<file path="config.mk">
export PLATFORM = sky130hd
export DESIGN_NAME = game_score_ctrl_flat
export DESIGN_NICKNAME = d
export VERILOG_FILES = /design/src/rtl/game_score_ctrl_pkg.sv /design/src/rtl/game_score_ctrl_if.sv /design/src/rtl/game_score_ctrl_bcd_counter.sv /design/src/rtl/game_score_ctrl.sv /design/src/flat_wrapper.sv
export SDC_FILE = /design/constraint.sdc
export NUM_CORES = 1
export LEC_CHECK = 0
export ABC_AREA = 1
export CAP_MARGIN = 20
export CORE_MARGIN = 2
export CORE_UTILIZATION = 60
export DETAILED_ROUTE_END_ITERATION = 8
export PLACE_DENSITY = 0.83
export SLEW_MARGIN = 0
export SYNTH_ARGS = -nofsm -noshare
export SYNTH_HDL_FRONTEND = slang
export SYNTH_SLANG_ARGS = --single-unit
</file>
<file path="constraint.sdc">
create_clock -name Clk -period 8.83 [get_ports Clk]
set_input_delay 2.2075 -clock Clk [delete_from_list [all_inputs] [get_ports Clk]]
set_output_delay 2.2075 -clock Clk [all_outputs]
set_load 0.02 [all_outputs]
</file>
<file path="src/rtl/game_score_ctrl_pkg.sv">
// game_score_ctrl_pkg: shared game state and BCD digit types for the score controller
//   game_state_t : IDLE=0, PLAY=1, DEATH=2, OVER=3
//   bcd_digit_t  : one packed BCD digit
package game_score_ctrl_pkg;
  typedef enum logic [1:0] {IDLE = 2'd0, PLAY = 2'd1, DEATH = 2'd2, OVER = 2'd3} game_state_t;
  typedef logic [3:0] bcd_digit_t;
endpackage

</file>
<file path="src/rtl/game_score_ctrl_if.sv">
// game_score_ctrl_if: event inputs and status outputs of the game/score controller
//   master: vs_in, start, pellet_eat, ghost_hit, blue out; status in
//   slave : frame_tick, ghost_step, respawn, state, lives, game_over, score_bcd out
interface game_score_ctrl_if #(
  parameter int DIGITS     = 6,
  parameter int NUM_GHOSTS = 3,
  parameter int LIVES_W    = 2
);
  import game_score_ctrl_pkg::*;
  logic                  vs_in;
  logic                  start;
  logic                  pellet_eat;
  logic [NUM_GHOSTS-1:0] ghost_hit;
  logic                  blue;
  logic                  frame_tick;
  logic                  ghost_step;
  logic                  respawn;
  game_state_t           state;
  logic [LIVES_W-1:0]    lives;
  logic                  game_over;
  logic [4*DIGITS-1:0]   score_bcd;
  modport master (
    output vs_in, start, pellet_eat, ghost_hit, blue,
    input  frame_tick, ghost_step, respawn, state, lives, game_over, score_bcd
  );
  modport slave (
    input  vs_in, start, pellet_eat, ghost_hit, blue,
    output frame_tick, ghost_step, respawn, state, lives, game_over, score_bcd
  );
endinterface

</file>
<file path="src/rtl/game_score_ctrl_bcd_counter.sv">
// game_score_ctrl_bcd_counter: DIGITS-wide BCD up-counter that holds at all nines
//   clk, rst_n : clock, async active-low reset
//   inc, clr   : count by one / clear (clear wins)
//   bcd        : packed score, digit 0 in [3:0]
module game_score_ctrl_bcd_counter
  import game_score_ctrl_pkg::*;
#(
  parameter int DIGITS = 6
) (
  input  logic                clk,
  input  logic                rst_n,
  input  logic                inc,
  input  logic                clr,
  output logic [4*DIGITS-1:0] bcd
);
  bcd_digit_t [DIGITS-1:0] d, d_nx;
  logic carry, full;
  always_comb begin
    carry = inc;
    full  = 1'b1;
    for (int i = 0; i < DIGITS; i++) begin
      full    = full & (d[i] == 4'd9);
      d_nx[i] = carry ? ((d[i] == 4'd9) ? 4'd0 : d[i] + 4'd1) : d[i];
      carry   = carry & (d[i] == 4'd9);
    end
  end
  always_ff @(posedge clk or negedge rst_n)
    if (!rst_n) d <= '0;
    else d <= clr ? '0 : full ? d : d_nx;
  assign bcd = d;
endmodule

</file>
<file path="src/rtl/game_score_ctrl.sv">
// game_score_ctrl: game FSM, lives, ghost-step divider and saturating BCD score
//   Clk, Reset_n : system clock, async active-low reset
//   io (slave)   : vs_in/start/pellet_eat/ghost_hit/blue in;
//                  frame_tick/ghost_step/respawn/state/lives/game_over/score_bcd out
module game_score_ctrl
  import game_score_ctrl_pkg::*;
#(
  parameter int DIGITS       = 6,
  parameter int NUM_GHOSTS   = 3,
  parameter int LIVES_INIT   = 3,
  parameter int LIVES_W      = 2,
  parameter int PELLET_PTS   = 1,
  parameter int GHOST_PTS    = 5,
  parameter int CHAIN_MAX    = 3,
  parameter int GHOST_DIV    = 2,
  parameter int DEATH_FRAMES = 60,
  parameter int PEND_W       = 10
) (
  input logic             Clk,
  input logic             Reset_n,
  game_score_ctrl_if.slave io
);
  localparam int CHAIN_W = $clog2(CHAIN_MAX + 1);
  localparam int DIV_W   = $clog2(GHOST_DIV + 1);
  localparam int DTH_W   = $clog2(DEATH_FRAMES + 1);
  localparam logic [PEND_W-1:0] PEND_MAX = '1;
  logic [2:0]         vs_sync;
  logic [CHAIN_W-1:0] chain, chain_nx;
  logic [DIV_W-1:0]   div_cnt;
  logic [DTH_W-1:0]   death_cnt;
  logic [PEND_W-1:0]  pending, pend_nx;
  logic [31:0]        award, pend_sum;
  logic               play, lethal, drain, go;
  assign play   = io.state == PLAY;
  assign lethal = play && |io.ghost_hit && !io.blue;
  assign drain  = pending != '0;
  assign go     = io.start && (io.state == IDLE || io.state == OVER);
  // Ghosts are scored lowest index first, each one doubling the next award.
  always_comb begin
    award    = (play && io.pellet_eat) ? 32'(PELLET_PTS) : 32'd0;
    chain_nx = io.blue ? chain : '0;
    for (int i = 0; i < NUM_GHOSTS; i++)
      if (play && io.blue && io.ghost_hit[i]) begin
        award    = award + (32'(GHOST_PTS) << chain_nx);
        chain_nx = (chain_nx == CHAIN_W'(CHAIN_MAX)) ? chain_nx : chain_nx + CHAIN_W'(1);
      end
    pend_sum = 32'(pending) - 32'(drain) + (lethal ? 32'd0 : award);
    pend_nx  = (pend_sum > 32'(PEND_MAX)) ? PEND_MAX : pend_sum[PEND_W-1:0];
  end
  assign io.ghost_step = play && io.frame_tick && div_cnt == DIV_W'(GHOST_DIV - 1);
  always_ff @(posedge Clk or negedge Reset_n)
    if (!Reset_n) begin
      vs_sync       <= '0;
      io.frame_tick <= 1'b0;
      io.respawn    <= 1'b0;
      io.game_over  <= 1'b0;
      io.state      <= IDLE;
      io.lives      <= LIVES_W'(LIVES_INIT);
      chain         <= '0;
      pending       <= '0;
      div_cnt       <= '0;
      death_cnt     <= '0;
    end else begin
      vs_sync       <= {vs_sync[1:0], io.vs_in};
      io.frame_tick <= vs_sync[1] & ~vs_sync[2];
      io.respawn    <= 1'b0;
      chain         <= go ? '0 : chain_nx;
      pending       <= go ? '0 : pend_nx;
      div_cnt       <= !play ? '0 : !io.frame_tick ? div_cnt : io.ghost_step ? '0 : div_cnt + DIV_W'(1);
      death_cnt     <= (io.state != DEATH) ? '0 : death_cnt + DTH_W'(io.frame_tick);
      case (io.state)
        IDLE, OVER:
          if (io.start) begin
            io.state     <= PLAY;
            io.lives     <= LIVES_W'(LIVES_INIT);
            io.game_over <= 1'b0;
          end
        PLAY:
          if (lethal) begin
            io.state     <= (io.lives == LIVES_W'(1)) ? OVER : DEATH;
            io.game_over <= io.lives == LIVES_W'(1);
            io.lives     <= io.lives - LIVES_W'(1);
          end
        DEATH:
          if (io.frame_tick && death_cnt == DTH_W'(DEATH_FRAMES - 1)) begin
            io.state   <= PLAY;
            io.respawn <= 1'b1;
          end
        default: ;
      endcase
    end
  game_score_ctrl_bcd_counter #(.DIGITS(DIGITS)) u_bcd (
    .clk  (Clk),
    .rst_n(Reset_n),
    .inc  (drain),
    .clr  (go),
    .bcd  (io.score_bcd)
  );
endmodule

</file>
<file path="src/flat_wrapper.sv">
// flat-port wrapper written by rule: the top's interface ports become plain ports
module game_score_ctrl_flat import game_score_ctrl_pkg::*;
#(
  parameter int DIGITS       = 6,
  parameter int NUM_GHOSTS   = 3,
  parameter int LIVES_INIT   = 3,
  parameter int LIVES_W      = 2,
  parameter int PELLET_PTS   = 1,
  parameter int GHOST_PTS    = 5,
  parameter int CHAIN_MAX    = 3,
  parameter int GHOST_DIV    = 2,
  parameter int DEATH_FRAMES = 60,
  parameter int PEND_W       = 10
)
  (Clk, Reset_n, io_vs_in, io_start, io_pellet_eat, io_ghost_hit, io_blue, io_frame_tick, io_ghost_step, io_respawn, io_state, io_lives, io_game_over, io_score_bcd);
  game_score_ctrl_if #(.DIGITS(DIGITS), .NUM_GHOSTS(NUM_GHOSTS), .LIVES_W(LIVES_W)) io_i ();
  input logic Clk;
  input logic Reset_n;
  input wire logic [$bits(io_i.vs_in)-1:0] io_vs_in;
  input wire logic [$bits(io_i.start)-1:0] io_start;
  input wire logic [$bits(io_i.pellet_eat)-1:0] io_pellet_eat;
  input wire logic [$bits(io_i.ghost_hit)-1:0] io_ghost_hit;
  input wire logic [$bits(io_i.blue)-1:0] io_blue;
  output wire logic [$bits(io_i.frame_tick)-1:0] io_frame_tick;
  output wire logic [$bits(io_i.ghost_step)-1:0] io_ghost_step;
  output wire logic [$bits(io_i.respawn)-1:0] io_respawn;
  output wire logic [$bits(io_i.state)-1:0] io_state;
  output wire logic [$bits(io_i.lives)-1:0] io_lives;
  output wire logic [$bits(io_i.game_over)-1:0] io_game_over;
  output wire logic [$bits(io_i.score_bcd)-1:0] io_score_bcd;
  assign io_i.vs_in = io_vs_in;
  assign io_i.start = io_start;
  assign io_i.pellet_eat = io_pellet_eat;
  assign io_i.ghost_hit = io_ghost_hit;
  assign io_i.blue = io_blue;
  assign io_frame_tick = io_i.frame_tick;
  assign io_ghost_step = io_i.ghost_step;
  assign io_respawn = io_i.respawn;
  assign io_state = io_i.state;
  assign io_lives = io_i.lives;
  assign io_game_over = io_i.game_over;
  assign io_score_bcd = io_i.score_bcd;
  game_score_ctrl #(.DIGITS(DIGITS), .NUM_GHOSTS(NUM_GHOSTS), .LIVES_INIT(LIVES_INIT), .LIVES_W(LIVES_W), .PELLET_PTS(PELLET_PTS), .GHOST_PTS(GHOST_PTS), .CHAIN_MAX(CHAIN_MAX), .GHOST_DIV(GHOST_DIV), .DEATH_FRAMES(DEATH_FRAMES), .PEND_W(PEND_W)) u_core (.Clk(Clk), .Reset_n(Reset_n), .io(io_i));
endmodule
</file>
==> insert_results.sql <==
INSERT INTO impl_metrics (metric_group, metric, value, unit) VALUES
('cts', 'post_cts.repair.setup_buffers', '0', ''),
('timing', 'report.final.slew_viol_count', '0', ''),
('layout', 'final.fill_count', '601', ''),
('timing', 'finalSetupViolCount', '0', ''),
('power', 'power_report.internal_total', '0.905', 'mW'),
('layout', 'design.final.nets', '720', ''),
('layout', 'top_library_cells_by_usage_in_the_layout_fill_and_taps_aside', 'nand2_1, inv_1, nor2_1', ''),
('drt', 'drc_errors', '0', ''),
('critical_path', 'delay_contributed_by_the_slowest_stage_of_the_critical_path', '0.56', 'ns'),
('timing', 'finalClockSkew', '0.00928', 'ns'),
('critical_path', 'worst-path-max-fanout', '10', ''),
('cts', 'clock_edge_transition_at_the_registers_on_the_reported_setup_and_hold_paths', '0.09', 'ns'),
('critical_path', 'cpMaxStageDelayCell', 'clkdlybuf4s50_1', ''),
('cts', 'postCtsResizedCells', '0', ''),
('global_routing', 'grt.overflow.total', '0', ''),
('status', 'outcome', 'completed', ''),
('critical_path', 'cpMostUsedCell', 'nand2_1', ''),
('cts', 'cts_htree_levels', '2', ''),
('placed_design', 'portBuffers', '40', ''),
('placed_design', 'dpl_worst_slack', '0.778', 'ns'),
('yosys', 'synth.yosys.warnings', '0', ''),
('critical_path', 'worstSetupPathType', 'in -> reg', ''),
('global_routing', 'antenna_found_initial', '0', ''),
('critical_path', 'crit_path_start_kind', 'input port', ''),
('floorplan', 'die_width', '90.0', 'um'),
('floorplan', 'floorplan.rows', '31', ''),
('critical_path', 'reg2regPathDepth', '36', ''),
('yosys', 'synth_cells', '615', ''),
('critical_path', 'worstPathArrival', '7.94', 'ns'),
('placed_design', 'dp.final_hpwl', '7220', 'um'),
('power', 'clockPowerShare', '0.115', ''),
('cts', 'cts_hold_repair.buffers', '0', ''),
('global_routing', 'maximum_number_of_pins_on_one_net_before_global_route_repair', '55', ''),
('layout', 'layout.cells.most_common', 'nand2_1', ''),
('cts', 'cts-buffers-inserted', '5', ''),
('timing', 'setup_slack', '1.09', 'ns'),
('power', 'power.switching', '0.846', 'mW'),
('cts', 'worstSkewPairLatency', '0.31', 'ns'),
('critical_path', 'critical_path.endpoint_type', 'flip-flop', ''),
('timing', 'shortest_period_the_worst_path_allows', '7.74', 'ns'),
('placed_design', 'finalWeightedCongestion', '0.929', ''),
('timing', 'timing.setup.tns', '0', 'ns'),
('worst_hold_path', 'timing.hold.worst_endpoint', 'u_core.vs_sync[1]', ''),
('critical_path', 'crit-reg2reg-launch', 'u_core.io.state[1]', ''),
('global_routing', 'grt_pass1_vias', '4021', ''),
('layout', 'finalNonFillerCells', '759', ''),
('drt', 'num_vias', '4058', ''),
('yosys', 'synth.cell_area', '4440', 'um2'),
('floorplan', 'chip_height', '90.0', 'um'),
('timing', 'min_period_over_period', '0.877', ''),
('power', 'total_leakage_power', '2.74', 'nW'),
('yosys', 'postSynthRegisterBits', '54', ''),
('power', 'pwr-share-seq', '0.248', ''),
('drt', 'first_iter_violations', '200', ''),
('global_routing', 'gr-usage-all-layers', '0.245', ''),
('yosys', 'synth.distinct_cells', '36', ''),
('layout', 'area_growth', '14.7', '%'),
('power', 'comb_power_share', '0.637', ''),
('power', 'power_switching_share', '0.483', ''),
('floorplan', 'core', '7210', 'um2'),
('power', 'power_density', '344', 'nW/um2'),
('critical_path', 'r2r_slack', '2.77', 'ns'),
('floorplan', 'top_level_ports', '41', ''),
('layout', 'drive_gt1_frac', '0.0833', ''),
('worst_hold_path', 'hold_start', 'u_core.vs_sync[0]', ''),
('timing', 'grt_setup_unrepaired', 'false', ''),
('cts', 'cts_tree', 'done', ''),
('cts', 'cts_buffer_depth', '2', ''),
('run', 'timing.max_cap.violations', '0', ''),
('drt', 'firstDrtPassIters', '4', ''),
('yosys', 'synthesis.nets', '676', '');
Yosys cell counts (all sizes together):
| library cell | number | area (um2) |
|---|---|---|
| o211ai | 2 | 15.0 |
| conb | 1 | 3.75 |
| nand2 | 138 | 533 |
| nor2 | 70 | 308 |
| nand4 | 11 | 68.8 |
| nor3b | 3 | 22.5 |
| nor4 | 4 | 25.0 |
| buf | 2 | 10.0 |
| o21ai | 35 | 175 |
| dfrtp | 52 | 1300 |
| clkbuf | 2 | 7.51 |
| or2 | 14 | 87.6 |
| ha | 49 | 613 |
| a21oi | 32 | 183 |
| a22o | 1 | 8.76 |
| xor2 | 14 | 123 |
| clkinv | 1 | 3.75 |
| o211a | 1 | 10.0 |
| o31ai | 3 | 22.5 |
| fa | 3 | 60.1 |
| nor3 | 9 | 45.0 |
| nand3b | 2 | 15.0 |
| xnor2 | 9 | 78.8 |
| inv | 102 | 383 |
| dfstp | 2 | 52.6 |
| nand3 | 51 | 270 |
| o21bai | 1 | 7.51 |
| and2 | 1 | 6.26 |
kinds of logic (layout without fill, tap and decap cells):
logic type      after synthesis  in the layout  share of synthesized area
flops                        54             54                      0.305
xor+xnor                     23             23                     0.0454
buf+inv                     107            152                     0.0910
fa+ha+maj                    52             52                      0.152
compound gates               75             75                     0.0950
other cells                   1              1                   0.000845
simple gates                303            303                      0.311
metal layers:
layer  track usage  wire [um]
met5             0          0
met4        0.0923        225
met3        0.0352        320
met2         0.427       4590
met1         0.310       4220
cell type report:
class                      count  area [um2]  share of cell area
clock buffer                   6        82.6              0.0162
timing repair buffer          41         403              0.0791
inverter                     103         387              0.0759
sequential                    54        1350               0.266
multi-input combinational    454        2680               0.527
tap                           99         124              0.0243
clock inverter                 2        60.1              0.0118
worst max-delay path by stage:
stage | slack, ns | from | to
after global routing | 0.51 | io_blue | u_core.pending[0]
after CTS | 1.10 | io_blue | u_core.pending[0]
after global placement | 0.99 | io_blue | u_core.pending[0]
final | 1.09 | io_blue | u_core.pending[0]
after detailed placement | 0.78 | io_blue | u_core.pending[8]
after floorplan | 2.04 | io_blue | u_core.pending[0]
state kept, by name, indices dropped and copies added, names as in the netlist:
name and cells:
u_core.u_bcd.bcd 24, u_core.pending 10, u_core.death_cnt 6, u_core.vs_sync 3
u_core.chain 2, u_core.div_cnt 2, u_core.io.lives 2, u_core.io.state 2
u_core.io.frame_tick 1, u_core.io.game_over 1, u_core.io.respawn 1
worst max-delay path: cells and delay by family:
kind / cells / cell delay (ns)
compound gates: 7 / 1.05
fa+ha+maj: 6 / 1.93
buf+inv: 4 / 0.74
simple gates: 17 / 2.03
power groups by stage:
stage	registers, mW	logic (mW)	clock network [mW]
CTS	0.434	1.11	0.205
detailed placement	0.438	1.10	0
floorplan	0.489	0.736	0
global placement	0.435	1.07	0
global route	0.449	1.27	0.215
finish	0.435	1.11	0.202
per-stage QoR:
| stage | cell area, um2 | util |
|---|---|---|
| after floorplan | 4440 | - |
| after global placement | 4950 | 0.686 |
| after detailed placement | 4950 | 0.686 |
| after CTS | 5090 | 0.706 |
| after global routing | 5090 | 0.706 |
| final | 5090 | 0.706 |
Power figures use the tool's default switching activity.
